==> config.mk <==
export PLATFORM = sky130hd
export DESIGN_NAME = channelizer_fifo_n
export DESIGN_NICKNAME = d
export VERILOG_FILES = /design/src/rtl/channelizer_fifo_n.sv
export SDC_FILE = /design/constraint.sdc
export NUM_CORES = 1
export LEC_CHECK = 0
export ABC_AREA = 1
export CAP_MARGIN = 30
export CELL_PAD_IN_SITES_DETAIL_PLACEMENT = 0
export CELL_PAD_IN_SITES_GLOBAL_PLACEMENT = 2
export CORE_ASPECT_RATIO = 1.5
export CORE_UTILIZATION = 30
export DETAILED_ROUTE_END_ITERATION = 8
export GPL_TIMING_DRIVEN = 0
export PLACE_DENSITY_LB_ADDON = 0.1
export SYNTH_ARGS = -nofsm -noshare
export SYNTH_HDL_FRONTEND = slang
export SYNTH_SLANG_ARGS = --single-unit
export TNS_END_PERCENT = 100
==> constraint.sdc <==
create_clock -name clk_in -period 2.8 [get_ports clk_in]
set_input_delay 0.42 -clock clk_in [delete_from_list [all_inputs] [get_ports clk_in]]
set_output_delay 0.42 -clock clk_in [all_outputs]
set_load 0.02 [all_outputs]
==> src/rtl/channelizer_fifo_n.sv <==
// Channel-tagged stream demultiplexer feeding NCH independent first-word-fall-through FIFOs,
// with per-channel backpressure, bad-channel/sequence pulses and sticky overflow flags.
module channelizer_fifo_n #(
   parameter int WIDTH     = 32,
   parameter int NCH       = 4,
   parameter int CHW       = 2,
   parameter int DEPTH     = 8,
   parameter int SEQ_CHECK = 1
) (
   input  logic                                clk_in,
   input  logic                                reset_n,
   input  logic [WIDTH-1:0]                    in_data,
   input  logic [1:0]                          in_error,
   input  logic [CHW-1:0]                      in_channel,
   input  logic                                in_valid,
   output logic                                in_ready,
   output logic [NCH*WIDTH-1:0]                out_data,
   output logic [NCH*2-1:0]                    out_error,
   output logic [NCH-1:0]                      out_valid,
   input  logic [NCH-1:0]                      out_ready,
   output logic [NCH*($clog2(DEPTH)+1)-1:0]    fill_level,
   output logic                                bad_channel,
   output logic                                seq_error,
   output logic [NCH-1:0]                      overflow_seen
);

   localparam int AW = $clog2(DEPTH);
   localparam int CW = AW + 1;
   localparam int EW = WIDTH + 2;

   logic [NCH-1:0] ch_hit;
   logic [NCH-1:0] full;
   logic [NCH-1:0] wr_en;
   logic [NCH-1:0] rd_en;
   logic           ch_in_range;
   logic           accept;

   logic [CHW-1:0] expected_q, expected_d;
   logic [CHW-1:0] next_ch;
   logic           seq_error_q, seq_error_d;
   logic           bad_channel_q, bad_channel_d;

   // Decode the destination; out-of-range channels match nothing and are always sunk.
   always_comb begin
      ch_hit   = '0;
      in_ready = 1'b1;
      for (int k = 0; k < NCH; k++) begin
         if (in_channel == CHW'(k)) begin
            ch_hit[k] = 1'b1;
            in_ready  = ~full[k];
         end
      end
   end

   assign ch_in_range = |ch_hit;
   assign accept      = in_valid & in_ready;
   assign wr_en       = {NCH{accept}} & ch_hit;

   genvar gi;
   generate
      for (gi = 0; gi < NCH; gi++) begin : g_ch
         logic [EW-1:0] mem [DEPTH];
         logic [AW-1:0] wr_ptr_q, rd_ptr_q;
         logic [CW-1:0] count_q, count_d;
         logic          overflow_q;
         logic [EW-1:0] head;

         assign full[gi]      = (count_q == CW'(DEPTH));
         assign out_valid[gi] = (count_q != '0);
         assign rd_en[gi]     = out_valid[gi] & out_ready[gi];

         always_ff @(posedge clk_in) begin
            if (wr_en[gi]) begin
               mem[wr_ptr_q] <= {in_error, in_data};
            end
         end

         always_comb begin
            count_d = count_q;
            case ({wr_en[gi], rd_en[gi]})
               2'b10:   count_d = count_q + CW'(1);
               2'b01:   count_d = count_q - CW'(1);
               default: count_d = count_q;
            endcase
         end

         always_ff @(posedge clk_in or negedge reset_n) begin
            if (!reset_n) begin
               wr_ptr_q   <= '0;
               rd_ptr_q   <= '0;
               count_q    <= '0;
               overflow_q <= 1'b0;
            end else begin
               if (wr_en[gi]) wr_ptr_q <= wr_ptr_q + AW'(1);
               if (rd_en[gi]) rd_ptr_q <= rd_ptr_q + AW'(1);
               count_q <= count_d;
               if (in_valid && ch_hit[gi] && full[gi]) overflow_q <= 1'b1;
            end
         end

         // Empty FIFOs present zero so stale RAM contents never leak out after reset.
         assign head = mem[rd_ptr_q];
         assign out_data[gi*WIDTH +: WIDTH] = out_valid[gi] ? head[WIDTH-1:0] : '0;
         assign out_error[gi*2 +: 2]        = out_valid[gi] ? head[EW-1:WIDTH] : 2'b00;
         assign fill_level[gi*CW +: CW]     = count_q;
         assign overflow_seen[gi]           = overflow_q;
      end
   endgenerate

   assign next_ch = (in_channel == CHW'(NCH - 1)) ? '0 : in_channel + CHW'(1);

   // Match or mismatch, the next expected channel always follows the accepted one.
   always_comb begin
      expected_d    = expected_q;
      seq_error_d   = 1'b0;
      bad_channel_d = in_valid & ~ch_in_range;
      if ((SEQ_CHECK != 0) && accept && ch_in_range) begin
         seq_error_d = (in_channel != expected_q);
         expected_d  = next_ch;
      end
   end

   always_ff @(posedge clk_in or negedge reset_n) begin
      if (!reset_n) begin
         expected_q    <= '0;
         seq_error_q   <= 1'b0;
         bad_channel_q <= 1'b0;
      end else begin
         expected_q    <= expected_d;
         seq_error_q   <= seq_error_d;
         bad_channel_q <= bad_channel_d;
      end
   end

   assign seq_error   = seq_error_q;
   assign bad_channel = bad_channel_q;

endmodule

# == Word level (Yosys, flattened, before mapping) ==
# Memory sizes are Yosys's and may differ from the RTL's.
# Index checks and enable logic that the tools add are counted.
# totals
regBits,48
ram_bits,1088
input_bits,43
output_inout_bits,163
wordCells,117
mem_count,4
# mem_list
name,depth,width,rd,rd_ports_with_merged_regs,write_ports,line,source
g_ch[0].mem,8,34,1,0,1,62,logic [EW-1:0] mem [DEPTH];
g_ch[1].mem,8,34,1,0,1,62,
g_ch[2].mem,8,34,1,0,1,62,
g_ch[3].mem,8,34,1,0,1,62,
# op_classes
add_sub_neg,17
eq_ne,16
n_mux,30
bitwise_logic,12
n_reduce_logical,19
# ops
op,n
32-bit 2-to-1 mux,4
4-bit case mux with 2 select lines,4
3-bit by 1-bit adder with 3-bit output (second input constant),8
1-bit 2-to-1 mux,17
4-bit by 1-bit adder with 4-bit output (second input constant),4
4-bit == test (second input constant),4
4-bit nonzero test,4
4-bit by 1-bit subtractor with 4-bit output (second input constant),4
2-bit == test (second input constant),6
2-bit by 1-bit == test with 1-bit output (second input constant),5
2-bit 2-to-1 mux,5
1-bit logical AND,9
2-bit nonzero test,4
1-bit bitwise AND,6
1-bit inverter,5
4-bit bitwise AND,1
4-bit OR reduction,1
2-bit by 1-bit adder with 2-bit output (second input constant),1
2-bit zero test,1
2-bit inequality test,1

# == Logic depth before layout (Yosys ltp) ==
# logic_depth
ltp_word,10
mapped_depth,16
mapped_depth_nobuf,15

# == Worst setup path after synthesis ==
# No wires, ideal clock.
# synth_timing
path_kind,input to register
start,input port in_channel[1]
end,"memory g_ch[0].mem[0][0] in the netlist's numbering, enable pin"
setup_time_ns,0.425
arrival_ns,2.814
required_time_ns,2.375
slack_ns,-0.439
path_stages,9
path_buffers,1
path_cell_list,inv_1 ha_1 nor2_1 nand4_1 nand3_2 nand2_2 nand4_1 buf_6 nor2_1
# synth_via
elab_chain_cells,9
elab_cells_between_ends,13
classes_between,3 x eq/ne; 7 x mux; 2 x bitwise; 1 x reduce/logical
# synth_rtl
item,line,source
from (decl),14,"input logic [CHW-1:0] in_channel,"
2-bit zero test,48,if (in_channel == CHW'(k)) begin
1-bit 2-to-1 mux (4 in series),48,
1-bit bitwise AND,56,assign accept = in_valid & in_ready;
4-bit bitwise AND (*),57,assign wr_en = {NCH{accept}} & ch_hit;
1-bit 2-to-1 mux (*),73,if (wr_en[gi]) begin
1-bit 2-to-1 mux (implied by the code) (*),74,"mem[wr_ptr_q] <= {in_error, in_data};"
to (decl),62,
# Every way passes the cells marked *; elsewhere a longest branch is shown, timed or not.

# == Worst setup path in the final report ==
# layout_timing
start,register g_ch[3].rd_ptr_q[0]
end,output port out_data[101]
# layout_via
elab_chain_cells,2
# layout_rtl
item,line,source
from (decl),63,"logic [AW-1:0] wr_ptr_q, rd_ptr_q;"
from (signal assigned),95,if (rd_en[gi]) rd_ptr_q <= rd_ptr_q + AW'(1);
memory 8 x 34 bit,n/a,
32-bit 2-to-1 mux,103,assign out_data[gi*WIDTH +: WIDTH] = out_valid[gi] ? head[WIDTH-1:0] : '0;
to (decl),17,"output logic [NCH*WIDTH-1:0] out_data,"
# Every way passes these cells.

==> results.sh <==
export IMPL_fillerInstances=13954
export IMPL_die_w_um=318
export IMPL_dr_pass1_iters=4
export IMPL_avgViaCountPerCell=4.91
export IMPL_intPower_uw=42600
export IMPL_worstPathRequired_ps=2380
export IMPL_dp_hpwl_um=97100
export IMPL_switching_share=0.395
export IMPL_max_clock_freq_ghz=0.340
export IMPL_ys_types=33
export IMPL_rows=173
export IMPL_cts_htree_levels=3
export IMPL_insertion_delay_ps=740
export IMPL_synthTopCellsByArea="edfxtp_1 73%, nor2_1 7.2%, o21ai_0 6.2%, dfrtp_1 2.7%, a31oi_1 1.9%"
export IMPL_period_minus_slack_ps=2940
export IMPL_worstSetupStartpoint="g_ch[3].rd_ptr_q[0]$_DFFE_PN0P_"
export IMPL_drc=0
export IMPL_final_common_cell="edfxtp_1"
export IMPL_cts_sinks=1136
export IMPL_cts_tree="built"
export IMPL_fin_nets=4038
export IMPL_syn_inst=3446
export IMPL_finalWorstSetupSlack_ps=-138
export IMPL_rr_worst_depth=11
export IMPL_switching_power_uw=27800
export IMPL_synth_top_area_frac=0.727
export IMPL_vias=29509
export IMPL_final_util=0.409
export IMPL_yosys_area_top_type="edfxtp_1"
export IMPL_globalplace_congestion=0.738
export IMPL_cap_violations=0
export IMPL_grt_pass1_vias=30160
export IMPL_ys_warn_count=0
export IMPL_rsz0062_at_grt="yes"
export IMPL_area_growth_pct=35.2
export IMPL_globalRouteOverflowTotal=0
export IMPL_yosys_register_bits=1136
export IMPL_layout_common_cells="1088 x edfxtp_1, 704 x nor2_1, 323 x o21ai_0"
export IMPL_endpoint_kind="output pin"
export IMPL_avgSynthCellArea_um2=13.0
export IMPL_slew_headroom=0.360
export IMPL_r2r_end="g_ch[1].mem[6][30]$_DFFE_PP_"
export IMPL_clkPwrFrac=0.216
export IMPL_portBuffers=204
export IMPL_comb_power_share=0.498
export IMPL_p_total_uw=70500
export IMPL_worst_slew_pin_transition_ps=960
export IMPL_start_kind="flip-flop"
export IMPL_fin_skew_ps=33.7
export IMPL_hp_class="in2async"
export IMPL_grt_max_degree=43
export IMPL_netlist_area_um2=44900
export IMPL_grt_first_pass_wirelength_um=216000
export IMPL_cts_made_buffers=114
export IMPL_r2r_start="g_ch[1].count_q[3]$_DFFE_PN0P_"
export IMPL_crit_fanout=7
export IMPL_ios=206
export IMPL_ant_nets=0
export IMPL_grt_antenna_before_repair=6
export IMPL_worstSetupPathType="reg2out"
export IMPL_peakVddDrop_uv=611
export IMPL_p_leak_uw=0.0205
export IMPL_powerDensity_nw_per_um2=1160
export IMPL_start_util=0.303
export IMPL_core_area_um2=148000
export IMPL_yosysSeqAreaShare=0.754
export IMPL_synth_nets=3513
export IMPL_wire_per_inst_um=25.5
export IMPL_die_h_um=476
export IMPL_setup_viol=80
export IMPL_violations="negative setup slack"
export IMPL_status="complete, but fails checks"
export IMPL_hold_viol_final=0
export IMPL_drtIter0Drc=1776
export IMPL_p_seq_frac=0.285
export IMPL_clk_pin_slew_worst_paths_ps=60
export IMPL_dieArea_um2=151000
export IMPL_worstPathArrival_ps=2520
export IMPL_clockBufferDepth=3
export IMPL_drive_above_1_share=0.323
export IMPL_clockRootBuffer="clkbuf_16"
export IMPL_r2r_slack_ps=90
export IMPL_track_usage=0.198
export IMPL_totalWireLength_um=153000
export IMPL_drv_slew=0
export IMPL_min_period_over_period=1.05
-- Yosys cell counts, drive strengths merged --
library cell / number
nor3: 1
nor2: 869
o21a: 1
nand2: 76
o211ai: 1
xor2: 19
xnor2: 12
dfrtp: 48
or2: 2
ha: 24
o21ai: 691
a41o: 2
nand4: 21
inv: 51
o21bai: 2
nand3: 29
a21oi: 9
a31oi: 136
o22ai: 136
clkbuf: 110
edfxtp: 1088
buf: 118
-- final cells by class --
cell class	count	area [um2]	share of cell area
Antenna cell	17	42.5	0.000700
Buffer	222	2560	0.0421
Clock buffer	139	3040	0.0500
Clock inverter	74	611	0.0101
Inverter	51	219	0.00360
Multi-Input combinational cell	2031	12900	0.213
Sequential cell	1136	33900	0.558
Tap cell	1925	2410	0.0396
Timing Repair Buffer	414	5040	0.0830
Timing Repair inverter	1	6.26	0.000103
-- critical path: stages, from the launching register on --
cell and delay [ps]:
dfrtp_2 440, inv_2 80, buf_8 120, buf_12 140
buf_12 130, nor2_1 40, o22ai_1 170, o21ai_1 100
a31oi_2 340, buf_4 220
-- sequential cells by signal (all words and copies together), names as in the netlist --
signal and flops:
g_ch.count_q 16, g_ch.wr_ptr_q 12, expected_q 2, g_ch.overflow_q 4
seq_error 1, bad_channel 1, g_ch.rd_ptr_q 12, g_ch.mem 1088
-- what timing repair did --
item                                   4_1_cts  5_1_grt
resized for setup                         1566      674
gates cloned                                20       20
pin swaps                                  154      259
hold buffers                                 2        0
setup buffers                               60       73
endpoints found under the hold margin       50        0
setup endpoints to repair                  858      480
-- per-layer routing --
| layer | share of wire | global-route usage | up-vias |
|---|---|---|---|
| li1 | - | - | 13795 |
| met1 | 0.45 | 0.259 | 15016 |
| met2 | 0.50 | 0.341 | 525 |
| met3 | 0.032 | 0.0226 | 171 |
| met4 | 0.024 | 0.0655 | 2 |
| met5 | 0.000078 | 0 | - |
-- stage by stage --
stage | cell area, um2 | TNS (ps) | cells | hold WS (ps) | setup slack [ps]
2_1_floorplan | 44900 | -400900 | 3446 | 124 | -439
3_3_place_gp | 49400 | -3422370 | 5575 | 451 | -3490
3_5_place_dp | 50500 | -914550 | 5617 | 293 | -1160
4_1_cts | 57400 | -10720 | 5911 | 35.1 | -176
5_1_grt | 60700 | -14570 | 5995 | 68.6 | -213
6_report | 60700 | -3300 | 6010 | 90.3 | -138
-- power by group through the flow --
| stage | clock network (uW) | registers [uW] | logic [uW] |
|---|---|---|---|
| after global routing | 16200 | 20200 | 37600 |
| after global placement | 0 | 20500 | 25600 |
| after floorplan | 0 | 20400 | 13500 |
| final | 15200 | 20100 | 35100 |
| after detailed placement | 0 | 20400 | 25800 |
| after CTS | 15600 | 20100 | 30800 |
-- logic make-up (layout without fill, tap and decap cells) --
| kind of cell | after synthesis | count (layout) | share of synthesized area |
|---|---|---|---|
| AOI/OAI and AO/OA | 978 | 978 | 0.117 |
| buffers and inverters | 279 | 901 | 0.0307 |
| and+or+nand+nor | 998 | 998 | 0.0859 |
| xor gates and xnor gates | 31 | 31 | 0.00604 |
| adders and majority gates | 24 | 24 | 0.00668 |
| other | 0 | 17 | 0 |
| DFF | 1136 | 1136 | 0.754 |
-- worst max path at each step --
stage	to	slack [ps]	cells after the start
floorplan	g_ch[0].mem[0][0]$_DFFE_PP_	-440	9
global route	out_data[22]	-210	10
CTS	out_data[50]	-180	9
finish	out_data[101]	-140	9
global placement	g_ch[1].mem[7][0]$_DFFE_PP_	-3490	10
detailed placement	g_ch[0].count_q[2]$_DFFE_PN0P_	-1160	17
Power figures use the tool's default switching activity.
